<file path="config.mk">
export PLATFORM = sky130hd
export DESIGN_NAME = ones_select
export DESIGN_NICKNAME = d
export VERILOG_FILES = /design/src/rtl/ones_select_pkg.sv /design/src/rtl/ones_select_chunk.sv /design/src/rtl/ones_select.sv
export SDC_FILE = /design/constraint.sdc
export NUM_CORES = 1
export LEC_CHECK = 0
export ABC_AREA = 1
export CAP_MARGIN = 20
export CORE_UTILIZATION = 51
export CTS_BUF_LIST = sky130_fd_sc_hd__clkbuf_4 sky130_fd_sc_hd__clkbuf_8 sky130_fd_sc_hd__clkbuf_16
export DETAILED_ROUTE_END_ITERATION = 10
export PLACE_DENSITY = 0.74
export SYNTH_ARGS = -nofsm -noshare
export SYNTH_HDL_FRONTEND = slang
export SYNTH_HIERARCHICAL = 1
export SYNTH_SLANG_ARGS = --single-unit
</file>
<file path="constraint.sdc">
create_clock -name clk -period 8.1 [get_ports clk]
set_input_delay 1.62 -clock clk [delete_from_list [all_inputs] [get_ports clk]]
set_output_delay 1.62 -clock clk [all_outputs]
set_load 0.02 [all_outputs]
</file>
<file path="src/rtl/ones_select_pkg.sv">
// Shared sizing and state encoding for the ones_select rank/select engine.
package ones_select_pkg;
    localparam int WI_SZ    = 32;
    localparam int CHUNK_SZ = 8;
    localparam int NCHUNK   = WI_SZ / CHUNK_SZ;
    localparam int IDX_SZ   = $clog2(WI_SZ);
    localparam int WO_SZ    = $clog2(WI_SZ) + 1;
    localparam int PC_SZ    = $clog2(CHUNK_SZ) + 1;
    localparam int POS_SZ   = $clog2(CHUNK_SZ);
    // A single-chunk word still needs a 1-bit pointer register.
    localparam int PTR_SZ   = (NCHUNK > 1) ? $clog2(NCHUNK) : 1;

    typedef enum logic [1:0] {IDLE, SCAN, DONE} ones_sel_state_t;
endpackage

</file>
<file path="src/rtl/ones_select_chunk.sv">
// Combinational per-chunk helper: popcount, and position of the r-th set bit (LSB first).
module ones_select_chunk
    import ones_select_pkg::*;
(
    input  logic [CHUNK_SZ-1:0] chunk,
    input  logic [WO_SZ-1:0]    r,
    output logic [PC_SZ-1:0]    pc,
    output logic                hit,
    output logic [POS_SZ-1:0]   pos
);
    logic [PC_SZ-1:0]  cnt;
    logic [POS_SZ-1:0] pos_c;

    always_comb begin
        cnt   = '0;
        pos_c = '0;
        for (int i = 0; i < CHUNK_SZ; i++) begin
            if (chunk[i]) begin
                cnt = cnt + 1'b1;
                if (WO_SZ'(cnt) == r) pos_c = POS_SZ'(i);
            end
        end
    end

    assign pc  = cnt;
    assign pos = pos_c;
    assign hit = (r != '0) && (r <= WO_SZ'(cnt));
endmodule

</file>
<file path="src/rtl/ones_select.sv">
// Iterative rank/select: index of the k-th set bit, one chunk per cycle.
// Define ONES_SELECT_B2B_EN to accept a new request on the edge that retires a result.
module ones_select
    import ones_select_pkg::*;
(
    input  logic              clk,
    input  logic              rst,
    input  logic              in_valid,
    output logic              in_ready,
    input  logic [WI_SZ-1:0]  in_data,
    input  logic [WO_SZ-1:0]  in_rank,
    output logic              out_valid,
    input  logic              out_ready,
    output logic [IDX_SZ-1:0] out_idx,
    output logic              out_found
);
    ones_sel_state_t   state, state_d;
    logic [PTR_SZ-1:0] ptr, ptr_d;
    logic [WO_SZ-1:0]  remaining, rem_d;
    logic [WI_SZ-1:0]  data, data_d;
    logic [IDX_SZ-1:0] idx_q, idx_d;
    logic              found_q, found_d;

    logic [CHUNK_SZ-1:0] chunk;
    logic [PC_SZ-1:0]    pc;
    logic                hit;
    logic [POS_SZ-1:0]   pos;
    logic                accept;

    assign chunk = data[ptr*CHUNK_SZ +: CHUNK_SZ];

    ones_select_chunk u_chunk (
        .chunk (chunk),
        .r     (remaining),
        .pc    (pc),
        .hit   (hit),
        .pos   (pos)
    );

    always_ff @(posedge clk or posedge rst) begin
        if (rst) begin
            state     <= IDLE;
            ptr       <= '0;
            remaining <= '0;
            data      <= '0;
            idx_q     <= '0;
            found_q   <= 1'b0;
        end else begin
            state     <= state_d;
            ptr       <= ptr_d;
            remaining <= rem_d;
            data      <= data_d;
            idx_q     <= idx_d;
            found_q   <= found_d;
        end
    end

    always_comb begin
        state_d   = state;
        ptr_d     = ptr;
        rem_d     = remaining;
        data_d    = data;
        idx_d     = idx_q;
        found_d   = found_q;
        out_valid = (state == DONE);
`ifdef ONES_SELECT_B2B_EN
        in_ready  = (state == IDLE) || ((state == DONE) && out_ready);
`else
        in_ready  = (state == IDLE);
`endif
        accept    = in_valid && in_ready;

        case (state)
            SCAN: begin
                if (hit) begin
                    // ptr*CHUNK_SZ+pos is a concatenation since CHUNK_SZ is a power of two
                    idx_d   = IDX_SZ'({ptr, pos});
                    found_d = 1'b1;
                    state_d = DONE;
                end else if (ptr == PTR_SZ'(NCHUNK - 1)) begin
                    idx_d   = '0;
                    found_d = 1'b0;
                    state_d = DONE;
                end else begin
                    rem_d = remaining - WO_SZ'(pc);
                    ptr_d = ptr + 1'b1;
                end
            end
            DONE: begin
                if (out_ready) state_d = IDLE;
            end
            default: ;
        endcase

        // Acceptance overrides the DONE->IDLE retire when back-to-back is enabled.
        if (accept) begin
            data_d = in_data;
            rem_d  = in_rank;
            ptr_d  = '0;
            if (in_rank == '0) begin
                idx_d   = '0;
                found_d = 1'b0;
                state_d = DONE;
            end else begin
                state_d = SCAN;
            end
        end
    end

    assign out_idx   = idx_q;
    assign out_found = found_q;
endmodule

</file>
### After elaboration in Yosys (flattened, before gate mapping)

Index checks and enable logic that the tools add are counted.

| word-level totals | value |
|---|---|
| bits in registers | 48 |
| input port bits | 42 |
| logic and storage cells | 86 |

| operators by class | value |
|---|---|
| add/subtract/negate cells | 9 |
| $lt $le $gt $ge | 1 |
| eq/ne operators | 14 |
| shift operators | 1 |
| multiplexer cells | 46 |
| reduce and logical (&&, ||, !) cells | 9 |

Operators with widths:

| operator | number |
|---|---|
| == test 4 x 6 -> 1 bit | 7 |
| 2-to-1 mux 3 bit | 13 |
| indexed part select 32 x 6 -> 8 bit | 1 |
| 2-to-1 mux 4 bit | 7 |
| 2-to-1 mux 5 bit | 5 |
| adder 4 x 1 -> 4 bit (second input constant) | 6 |
| 2-to-1 mux 6 bit | 4 |
| 2-to-1 mux 2 bit | 9 |
| 2-to-1 mux 1 bit | 7 |
| <= comparator 6 x 4 -> 1 bit | 1 |
| logical NOT 6 bit | 1 |
| AND reduction 3 bit | 2 |
| nonzero test 6 bit | 1 |
| subtractor 6 x 4 -> 6 bit | 1 |
| == test 2 bit (second input constant) | 2 |
| != test 4 bit (second input constant) | 1 |
| one-hot mux 2 bit (2 select lines) | 1 |
| != test 3 x 1 -> 1 bit (second input constant) | 1 |
| nonzero test 3 bit | 1 |
| adder 1 x 1 -> 2 bit (second input constant) | 1 |
| adder 2 x 1 -> 2 bit (second input constant) | 1 |
| == test 2 x 1 -> 1 bit (second input constant) | 1 |
| logical AND 1 bit | 2 |
| logical NOT 2 bit | 1 |
| other kinds (3) | 3 |

### Logic depth before layout (Yosys ltp)

Gate-level depths: netlist of the first run.

| logic depth | value |
|---|---|
| word-level depth | 22 |
| gate-level depth with buffers | 39 |
| mapped depth without buffers | 37 |

### Cells and area by module

Netlist of the first run, hierarchy kept.

Modules (own cells, without submodules):

| module | times used | cells an instance | area an instance (um^2) |
|---|---|---|---|
| ones_select | 1 | 318 | 2,428.6 |
| ones_select_chunk | 1 | 262 | 1,467.7 |

### Worst setup path before layout of the first run

No wires, ideal clock.

| path | value |
|---|---|
| path type | reg-to-reg |
| from | register ptr[0] |
| to | register idx_q[3] (netlist: out_idx[3]) |
| library setup time | 0.125 ns |
| arrival | 5.621 ns |
| data required time | 7.975 ns |
| path slack | 2.355 ns |
| stages on the path, launching flop included | 35 |
| clock period less this slack | 5.745 ns |
| cell sequence | dfrtp_1 buf_2 inv_1 buf_2 nor2_1 o22ai_1 inv_1 ha_1 nand2_2 inv_1 nor2_2 ha_1 or2_2 nand2_1 nand2_1 nand3_1 nand2_1 inv_1 ha_1 o21ai_0 or2_1 nand3_1 nand2_2 inv_1 ha_1 or2_2 o21ai_0 ha_1 a21oi_1 o21ai_0 a221oi_1 nand2_1 buf_2 o211ai_1 nor2_1 |

| on the way | value |
|---|---|
| longest elaborated chain between the ends | 22 |
| elaborated cells on any way between the ends | 24 |
| those cells by class | 7 x add/sub; 1 x order compare; 1 x eq/ne; 1 x shift; 13 x mux; 1 x reduce/logical |

Ends and longest elaborated chain:

| item | line | text |
|---|---|---|
| start, declared | ones_select.sv:18 | `logic [PTR_SZ-1:0] ptr, ptr_d;` |
| start signal, assigned | ones_select.sv:50 | `ptr <= ptr_d;` |
| indexed part select 32 x 6 -> 8 bit * | ones_select.sv:30 | `assign chunk = data[ptr*CHUNK_SZ +: CHUNK_SZ];` |
| named net chunk[0] | ones_select.sv:24 | `logic [CHUNK_SZ-1:0] chunk;` |
| 2-to-1 mux 1 bit * | ones_select_chunk.sv:18 | `if (chunk[i]) begin` |
| adder 1 x 1 -> 2 bit | ones_select_chunk.sv:19 | `cnt = cnt + 1'b1;` |
| 2-to-1 mux 4 bit * | ones_select_chunk.sv:18 |  |
| adder 4 x 1 -> 4 bit | ones_select_chunk.sv:19 |  |
| 2-to-1 mux 4 bit * | ones_select_chunk.sv:18 |  |
| adder 4 x 1 -> 4 bit | ones_select_chunk.sv:19 |  |
| [... 9 more ...] | -- |  |
| <= comparator 6 x 4 -> 1 bit * | ones_select_chunk.sv:27 | `assign hit = (r != '0) && (r <= WO_SZ'(cnt));` |
| logical AND 1 bit * | ones_select_chunk.sv:27 |  |
| named net hit | ones_select.sv:26 | `logic hit;` |
| 2-to-1 mux 5 bit * | ones_select.sv:75 | `if (hit) begin` |
| 2-to-1 mux 5 bit * | ones_select.sv:73 | `case (state)` |
| 2-to-1 mux 5 bit | ones_select.sv:100 | `if (in_rank == '0) begin` |
| 2-to-1 mux 5 bit * | ones_select.sv:96 | `if (accept) begin` |
| named net idx_d[3] | ones_select.sv:21 | `logic [IDX_SZ-1:0] idx_q, idx_d;` |
| end signal, assigned | ones_select.sv:53 | `idx_q <= idx_d;` |
| end, declared | ones_select.sv:21 |  |

The timed path passes the listed nets; every way through them passes the cells marked *.
A chain may end at the register's enable or synchronous reset.

### Worst setup path in the final report of the first run

| path | value |
|---|---|
| from | register ptr[0] |
| to | register state[1] |

| on the way | value |
|---|---|
| longest elaborated chain between the ends | 21 |
| elaborated cells on any way between the ends | 24 |
| those cells by class | 7 x add/sub; 1 x order compare; 2 x eq/ne; 1 x shift; 11 x mux; 2 x reduce/logical |

Ends and longest elaborated chain:

| item | line | text |
|---|---|---|
| indexed part select 32 x 6 -> 8 bit * | ones_select.sv:30 |  |
| named net chunk[0] | ones_select.sv:24 |  |
| 2-to-1 mux 1 bit * | ones_select_chunk.sv:18 |  |
| adder 1 x 1 -> 2 bit | ones_select_chunk.sv:19 |  |
| 2-to-1 mux 4 bit * | ones_select_chunk.sv:18 |  |
| adder 4 x 1 -> 4 bit | ones_select_chunk.sv:19 |  |
| 2-to-1 mux 4 bit * | ones_select_chunk.sv:18 |  |
| adder 4 x 1 -> 4 bit | ones_select_chunk.sv:19 |  |
| [... 7 more ...] | -- |  |
| adder 4 x 1 -> 4 bit | ones_select_chunk.sv:19 |  |
| 2-to-1 mux 4 bit * | ones_select_chunk.sv:18 |  |
| <= comparator 6 x 4 -> 1 bit * | ones_select_chunk.sv:27 |  |
| logical AND 1 bit * | ones_select_chunk.sv:27 |  |
| named net hit | ones_select.sv:26 |  |
| 2-to-1 mux 2 bit | ones_select.sv:75 |  |
| one-hot mux 2 bit (2 select lines) | ones_select.sv:73 |  |
| 2-to-1 mux 2 bit | ones_select.sv:96 |  |
| end signal, assigned | ones_select.sv:49 | `state <= state_d;` |
| end, declared | ones_select.sv:17 | `ones_sel_state_t state, state_d;` |

Marks and branches as above.

==> results of run 1 <==
## stage by stage
stage                     cells  util (%)
after floorplan             580         -
after CTS                   719      61.4
after detailed placement    711      60.2
after global routing        720      61.7
after global placement      711      60.2
final                       720      61.7
## placed cells by master, fill, tap and decap left out, types with 3 or more instances in the layout
master	count
nand3_2	6
clkdlybuf4s50_1	49
ha_1	17
nand2_1	213
nand2_2	8
nor2_2	4
nand3_1	59
o21ai_0	29
o211ai_1	3
o21ai_1	7
nand4_1	9
inv_1	49
a21oi_1	6
nand2_4	9
xor2_1	13
inv_2	7
nor3_1	4
clkbuf_8	5
dfrtp_1	48
nor2_1	39
o22ai_1	8
## cell type report
type | instances | area, um^2 | area share (%)
clock buffers | 5 | 68.8 | 1.52
clock inverters | 3 | 21.3 | 0.470
inverters | 58 | 219 | 4.84
multi-input cells | 457 | 2380 | 52.6
flip-flops and latches | 48 | 1200 | 26.5
well taps | 99 | 124 | 2.74
repair buffers | 50 | 510 | 11.3
## critical path: cells and delay by family, from the launching register on
family | cells | cell delay, ns
adder cells (fa/ha/maj) | 5 | 1.62
buffers and inverters | 6 | 0.92
AO/OA/AOI/OAI | 8 | 1.59
flip-flops | 1 | 0.57
AND/OR/NAND/NOR | 15 | 1.89
## layer usage
layer	vias to the layer above	share of wire (%)	global-route usage (%)
met5	-	0	0
met2	88	48	43.2
met4	0	1.3	6.06
met3	11	3.8	3.05
li1	1955	-	-
met1	1749	47	35.1
## kinds of logic after synthesis
family | Yosys count | share of synthesized area (%)
xor+xnor | 15 | 3.37
fa+ha+maj | 18 | 5.97
buf+inv | 75 | 8.09
simple gates | 362 | 42.5
flops | 48 | 30.8
compound gates | 62 | 9.28
## state kept, by name, indices dropped and copies added (netlist names)
signal	cells
data	32
ptr	2
out_found	1
state	2
out_idx	5
remaining	6
## worst min path at each step
| stage | start | endpoint | depth (start not counted) |
|---|---|---|---|
| detailed placement | data[23]$_DFFE_PP0P_ | data[23]$_DFFE_PP0P_ | 2 |
| global route | data[19]$_DFFE_PP0P_ | data[19]$_DFFE_PP0P_ | 2 |
| finish | data[21]$_DFFE_PP0P_ | data[21]$_DFFE_PP0P_ | 2 |
| global placement | data[19]$_DFFE_PP0P_ | data[19]$_DFFE_PP0P_ | 2 |
| CTS | data[19]$_DFFE_PP0P_ | data[19]$_DFFE_PP0P_ | 2 |
| floorplan | data[16]$_DFFE_PP0P_ | data[16]$_DFFE_PP0P_ | 2 |
==> summary.txt, run 1 <==
GRT
  – Total global-route track usage: 25.6%
  – Vias in the first global route: 3,423
  – Initial antenna violation count: 0
  – Overflow after GRT: 0
  – Largest net degree at the start of global routing: 49
  – First-pass GRT wire length: 15,800 um

Clock network
  – Worst-path clk slew: roughly 0.09 ns
  – Skew-Pair Late Insertion Delay: 0.30 ns
  – Number of post-CTS setup repair buffers: 0
  – CTS Sinks: between 40 and 50
  – Cts hold-fix bufs: 0
  – CTS tree: done
  – CTS H-tree depth: 2
  – Root buf cell: clkbuf_8
  – CTS max path bufs: 2
  – CTS resizes: 0
  – TritonCTS Buffers: 5

Synthesis
  – Syn Area/Cell: 6.72 um^2
  – Cells after Synth: between 500 and 600
  – Yosys warnings: 6
  – Post-synth top cells: 213 x nand2_1, 59 x nand3_1, 50 x inv_1
  – Most numerous cell in the Yosys netlist: nand2_1
  – Synthesized cell area: 3900 um^2
  – Yosys reg bits: 48
  – Top_reg_cell synth: dfrtp_1
  – Area share of the largest cell type after synthesis: 30.8%
  – Register area share after synthesis: 30.8%
  – Post-Syn Nets: 640
  – Top cells by area, synth: dfrtp_1 31%, nand2_1 21%, nand3_1 7.6%
  – Ys async rst share: 100%
  – Synth cell types: 42
  – Number of synthesized flops with an enable pin: 0
  – Cell taking the most area after synthesis: dfrtp_1

Setup path
  – Setup crit start kind: register
  – Crit path launch: ptr[0]$_DFFE_PP0P_
  – CP dominant cell by count: inv_1
  – CP max-delay cell: dfrtp_1
  – Crit path max fanout: 19
  – Max stage delay on crit path: 0.57 ns
  – Worst R2R End: state[1]$_DFFE_PP0P_
  – Crit path arrival time: between 6 and 7 ns
  – R2R Setup Slk: 1.43 ns
  – Worst Path Required: 8.35 ns
  – Critical Path Sink: state[1]$_DFFE_PP0P_
  – Reg-to-Reg Start: ptr[0]$_DFFE_PP0P_
  – Worst Setup End Kind: register
  – R2R depth: 34
  – Critical path type: register to register

Placed design
  – GP Congestion: 0.871
  – DP Worst Slack: 1.55 ns
  – Placed inst area: about 4400 um^2
  – Port bufs: 49
  – Detailed Place HPWL: 7330 um

STA
  – Min Tclk post-route: 6.67 ns
  – Max-Slew Margin vs Limit: 37.5%
  – RSZ-0062 raised after global routing: false
  – Max Freq: 150 MHz
  – Clock skew: 0.0120 ns
  – WHS: approximately 0.49 ns
  – Period utilization: 82.3%
  – Setup TNS: 0 ns
  – Setup slack after layout: roughly 1.4 ns
  – Worst slew pin tran: 0.938 ns
  – Final setup fails: 0
  – Hold Vio Cnt, Final: 0
  – Slew Limit Fails: 0

Final layout
  – Fill cells: around 690
  – Final Cell Area: 4520 um^2
  – Synth-to-Final Area Change: 16.1%
  – Layout Nets: 680
  – Share of cells above drive strength 1: between 8 and 9%
  – Ant. Diodes: 0

Floorplanning
  – # rows: 31
  – Chip Height: 89.4 um
  – Die X: between 80 and 90 um
  – Initial core utilization: 53.1%
  – I/O pin count: 50
  – Die ar.: 7990 um^2
  – CORE AREA: ~7300 um^2

Detailed routing
  – DR DRC count: 0
  – TritonRoute pass-1 iters: 4
  – 1st-iter DRT viols: 223
  – DRT antenna net count: 0
  – Routed vias: roughly 3,800
  – DR WL/cell: approximately 13 um
  – Via density: about 5.3
  – Total Routed Length: ~9400 um

Worst hold path
  – Worst min path class: register to register

Job
  – Max Cap Viol: 0

Run status
  – Status: complete, no violations
Power of run 1 is not shown: default switching activity piles up to over one toggle a cycle in this logic, so the estimate is an artifact.
==> inputs of run 2 (changes only) <==
--- a/config.mk
+++ b/config.mk
@@ -10,7 +10,7 @@
 export CORE_UTILIZATION = 51
 export CTS_BUF_LIST = sky130_fd_sc_hd__clkbuf_4 sky130_fd_sc_hd__clkbuf_8 sky130_fd_sc_hd__clkbuf_16
 export DETAILED_ROUTE_END_ITERATION = 10
-export PLACE_DENSITY = 0.74
+export PLACE_DENSITY = 0.77
 export SYNTH_ARGS = -nofsm -noshare
 export SYNTH_HDL_FRONTEND = slang
 export SYNTH_HIERARCHICAL = 1
==> constraint.sdc (replaced) <==
create_clock -name clk -period 5.61 [get_ports clk]
set_input_delay 1.122 -clock clk [delete_from_list [all_inputs] [get_ports clk]]
set_output_delay 1.122 -clock clk [all_outputs]
set_load 0.02 [all_outputs]
==> run 2 against run 1 <==
  * Utilization increased by 4.8 points
  * Routed wire length increased by 6.4%
  * Global-route usage is 0.22 points lower
  * Fmax rose by 25%
  * Critical path depth fell by 2
  * Final cell count increased by 3.5%
  * Count of clock-buffer cells in the layout grew 1
  * Sequential share of layout area shrank 1.9 points
  * Clock skew is 0.0032 ns lower
==> summary.txt, run 2 (synthesis results as in run 1) <==
Floorplanning
  – CORE AREA: 7330 um^2
  – Chip Height: 89.4 um
  – Die X: 89.4 um
  – I/O pin count: 50
  – Die ar.: 7990 um^2
  – Initial core utilization: 53.1%
  – # rows: 31

Clock network
  – CTS H-tree depth: 2
  – TritonCTS Buffers: 5
  – Worst-path clk slew: 0.09 ns
  – Skew-Pair Late Insertion Delay: 0.30 ns
  – Root buf cell: clkbuf_8
  – CTS Sinks: 48
  – CTS max path bufs: 2
  – CTS tree: done

STA
  – Hold Vio Cnt, Final: 0
  – Slew Limit Fails: 0
  – WHS: 0.487 ns
  – Min Tclk post-route: 5.35 ns
  – Clock skew: between 0.008 and 0.009 ns
  – Max Freq: 187 MHz
  – Period utilization: about 95%
  – Worst slew pin tran: 0.618 ns
  – Final setup fails: 0
  – Setup slack after layout: 0.263 ns
  – Max-Slew Margin vs Limit: 57.7%

Final layout
  – Fill cells: 615
  – Layout Nets: 705
  – Max reg flops: 32
  – Ant. Diodes: 0
  – Commonest cells after routing, fill and taps aside: 207 x nand2_1, 57 x nand3_1, 49 x clkdlybuf4s50_1
  – Synth-to-Final Area Change: 25.2%
  – Register area: 1200 um^2
  – Share of cells above drive strength 1: between 10% and 20%
  – Commonest non-fill, non-tap cell in the layout: nand2_1
  – Multi-input gate area: 2510 um^2
  – Most flop-heavy register: data

Placed design
  – Detailed Place HPWL: approximately 7400 um
  – DP Worst Slack: -0.208 ns
  – Port bufs: 49
  – GP Congestion: slightly below 0.9

Setup path
  – Worst Setup End Kind: register
  – Critical path type: register to register
  – Worst Path Required: 5.84 ns
  – Crit path arrival time: 5.58 ns
  – CP max-delay cell: dfrtp_1
  – Max stage delay on crit path: about 0.44 ns
  – R2R Setup Slk: between 0.2 and 0.3 ns
  – Setup crit start kind: register
  – Crit path max fanout: 7

GRT
  – Most Crowded Layer GR: met2
  – Total global-route track usage: 25.3%
  – First-pass GRT wire length: 15,800 um
  – Met2 usage: about two fifths
  – Initial antenna violation count: 0
  – Vias in the first global route: 3,469
  – Met3 usage: 3.23%
  – Largest net degree at the start of global routing: 49
  – GR Layer Usage met1: between 30% and 40%
  – Overflow after GRT: 0

Detailed routing
  – Routed vias: 3,970
  – Via density: 5.33
  – Total Routed Length: 10,000 um
  – DR WL/cell: around 13 um
  – TritonRoute pass-1 iters: 5
  – DR DRC count: 0
  – 1st-iter DRT viols: 204
  – DRT antenna net count: 0

Run status
  – Status: complete, no violations

Job
  – Max Cap Viol: 0

Worst hold path
  – Worst min path class: register to register
[run 2: cell types whose count changed in the layout (fill, tap and decap cells not counted), moves of 3 or more]
| cell | before | now |
|---|---|---|
| buf_4 | 0 | 23 |
| inv_1 | 49 | 43 |
| inv_2 | 7 | 12 |
| nand2_1 | 213 | 207 |
| nand2_2 | 8 | 13 |
| nor2_1 | 39 | 36 |
| o21ai_0 | 29 | 18 |
| o21ai_1 | 7 | 14 |
| o21ai_2 | 2 | 6 |
| o22ai_1 | 8 | 5 |
| o22ai_2 | 0 | 3 |
[run 2: worst max-delay path: cells and delay by family, from the launching register on]
| kind | cells | cell delay (ns) |
|---|---|---|
| compound gates | 7 | 1.22 |
| fa+ha+maj | 5 | 1.30 |
| simple gates | 14 | 1.81 |
| flops | 1 | 0.44 |
| buf+inv | 6 | 0.51 |
[run 2: routing by layer]
| metal | wire length, um | vias to the layer above |
|---|---|---|
| met5 | 0 | - |
| met1 | 4580 | 1842 |
| met2 | 4880 | 101 |
| met3 | 406 | 18 |
| met4 | 140 | 0 |
| li1 | - | 2009 |
[run 2: cell type report]
cell class / instances / share of cell area (%)
multi-input combinational: 457 / 51.4
sequential: 48 / 24.6
timing repair buffer: 75 / 14.5
inverter: 58 / 4.54
tap: 99 / 2.54
clock buffer: 6 / 1.69
clock inverter: 2 / 0.795
[run 2: path summary, 6_finish.rpt]
check                                      from              endpoint  depth (start not counted)
max                          ptr[0]$_DFFE_PP0P_  out_idx[2]$_DFF_PP0_                         32
min                        data[22]$_DFFE_PP0P_  data[22]$_DFFE_PP0P_                          2
max reg2reg                  ptr[0]$_DFFE_PP0P_  out_idx[2]$_DFF_PP0_                         32
min reg2reg                data[22]$_DFFE_PP0P_  data[22]$_DFFE_PP0P_                          2
max in group asynchronous                   rst  data[21]$_DFFE_PP0P_                          3
min in group asynchronous                   rst  state[1]$_DFFE_PP0P_                          2
[run 2: what timing repair did]
item                                    in CTS  in global routing
pin swaps                                    4                 14
buffers inserted                             6                  8
endpoints found under the setup margin      16                 16
hold buffers                                 0                  0
resized for setup                            7                 37
[run 2: stage by stage]
stage	instances	setup TNS, ns	util, %	cell area, um^2
6_report	745	0	66.6	4880
5_1_grt	745	-0.695	66.6	4880
4_1_cts	736	0	63.9	4680
3_5_place_dp	722	-2.18	61.5	4510
3_3_place_gp	722	0	61.5	4510
2_1_floorplan	580	0	-	3910
Power of run 2 is left out for the same reason.
==> inputs of run 3 (changes only) <==
--- a/config.mk
+++ b/config.mk
@@ -10,7 +10,9 @@
 export CORE_UTILIZATION = 51
 export CTS_BUF_LIST = sky130_fd_sc_hd__clkbuf_4 sky130_fd_sc_hd__clkbuf_8 sky130_fd_sc_hd__clkbuf_16
 export DETAILED_ROUTE_END_ITERATION = 10
-export PLACE_DENSITY = 0.77
+export HOLD_SLACK_MARGIN = 0.1
+export PLACE_DENSITY_LB_ADDON = 0.1
+export SETUP_SLACK_MARGIN = 0.3
 export SYNTH_ARGS = -nofsm -noshare
 export SYNTH_HDL_FRONTEND = slang
 export SYNTH_HIERARCHICAL = 1
==> run 3 against run 2 <==
  * Die area stayed put
  * Count of clock-buffer cells in the layout is 1 lower
  * First-iteration DRC count is 13% lower
  * Clock skew hardly changed
  * Routed wire length is 1.1% higher
==> summary.txt, run 3 (synthesis results as in run 1) <==
Worst hold path
  – Worst min path class: register to register

Run status
  – Status: complete, no violations

STA
  – Max Freq: 200 MHz
  – RSZ-0062 raised after global routing: false
  – Worst slew pin tran: 0.672 ns
  – WHS: between 0.4 and 0.5 ns
  – Min Tclk post-route: approximately 5.0 ns
  – Final setup fails: 0
  – Max-Slew Margin vs Limit: 55.2%
  – Period utilization: 89.1%
  – Hold Vio Cnt, Final: 0
  – Slew Limit Fails: 0
  – Clock skew: about 0.009 ns

Setup path
  – Worst Path Required: 5.81 ns
  – CP dominant cell by count: ha_4
  – Crit path max fanout: 8
  – Setup crit start kind: register
  – CP max-delay cell: dfrtp_2
  – Critical path type: register to register
  – Worst Setup End Kind: register
  – Crit path arrival time: around 5.2 ns
  – Max stage delay on crit path: 0.47 ns

Detailed routing
  – Routed vias: 3,957
  – Total Routed Length: about 10,000 um
  – TritonRoute pass-1 iters: 5
  – 1st-iter DRT viols: 178
  – DRT antenna net count: 0
  – DR DRC count: 0
  – DR WL/cell: ~14 um
  – Via density: 5.32

Final layout
  – Max reg flops: 32
  – Commonest non-fill, non-tap cell in the layout: nand2_1
  – Layout Nets: 704
  – Commonest cells after routing, fill and taps aside: 204 x nand2_1, 54 x nand3_1, 49 x clkdlybuf4s50_1
  – Synth-to-Final Area Change: 29.2%
  – Most flop-heavy register: data
  – Share of cells above drive strength 1: 19.2%
  – Ant. Diodes: 0
  – Fill cells: 644

Floorplanning
  – I/O pin count: 50
  – CORE AREA: 7330 um^2
  – Initial core utilization: approximately 53%
  – Die ar.: approximately 8000 um^2
  – Chip Height: 89.4 um
  – # rows: 31
  – Die X: approximately 89 um

GRT
  – Initial antenna violation count: 0
  – Vias in the first global route: approximately 3,700
  – Largest net degree at the start of global routing: 49
  – Overflow after GRT: 0
  – Total global-route track usage: between 20% and 30%
  – First-pass GRT wire length: 16,500 um

Clock network
  – Skew-Pair Late Insertion Delay: 0.31 ns
  – CTS Sinks: 48
  – Root buf cell: clkbuf_8
  – Worst-path clk slew: 0.09 ns
  – CTS tree: done
  – TritonCTS Buffers: 5
  – CTS H-tree depth: 2
  – CTS max path bufs: 2

Placed design
  – Port bufs: 49
  – Detailed Place HPWL: 7620 um
  – GP Congestion: 0.931

Job
  – Max Cap Viol: 0
-- run 3: cell count changes in the layout (fill, tap and decap cells not counted), sizes merged --
cell	before	now
clkbuf	6	5
clkinv	3	2
buf	26	25
bufinv	1	2
inv	56	57
-- run 3: final timing paths --
kind	endpoint	cells past startpoint	slack, ns	from
min reg2reg	data[21]$_DFFE_PP0P_	2	0.49	data[21]$_DFFE_PP0P_
max in group asynchronous	ptr[0]$_DFFE_PP0P_	3	4.17	rst
min	data[21]$_DFFE_PP0P_	2	0.49	data[21]$_DFFE_PP0P_
min in group asynchronous	data[15]$_DFFE_PP0P_	2	0.99	rst
max	ptr[0]$_DFFE_PP0P_	31	0.61	ptr[0]$_DFFE_PP0P_
max reg2reg	ptr[0]$_DFFE_PP0P_	31	0.61	ptr[0]$_DFFE_PP0P_
-- run 3: stage by stage --
step,instance area (um^2),instances,TNS [ns],setup WS (ns),utilization [%]
after floorplan,3930,580,0,0.301,-
after CTS,4780,739,0,0.301,65.2
after global placement,4520,721,0,0.164,61.7
after global routing,5030,744,0,0.308,68.6
after detailed placement,4520,721,-0.0622,-0.0281,61.7
final,5030,744,0,0.609,68.6
-- run 3: cell type report --
class	instances	area (um^2)	share of cell area (%)
Clock buffer	5	68.8	1.37
Clock inverter	3	68.8	1.37
Inverter	58	226	4.50
Multi-Input combinational cell	457	2650	52.6
Sequential cell	48	1200	23.9
Tap cell	99	124	2.46
Timing Repair Buffer	74	694	13.8
-- run 3: worst max-delay path: cells and delay by family, from the launching register on --
kind | cells | cell delay (ns)
compound gates | 7 | 1.19
fa+ha+maj | 5 | 1.16
buf+inv | 5 | 0.43
simple gates | 14 | 1.64
flops | 1 | 0.47
-- run 3: routing by layer --
layer  global-route usage (%)  up-vias  part of all wire [%]
li1                         -     1999                     -
met1                     35.5     1847                    45
met2                     45.5       95                    50
met3                     3.23       16                   3.6
met4                     7.07        0                   1.7
met5                        0        -                     0
-- run 3: what timing repair did --
item | in CTS | in global routing
gates resized for setup | 15 | 47
setup buffers | 10 | 4
hold buffers | 0 | 0
pin swaps | 6 | 14
setup endpoints to repair | 16 | 16
endpoints found under the hold margin | 0 | 0
Power of run 3 is left out for the same reason.
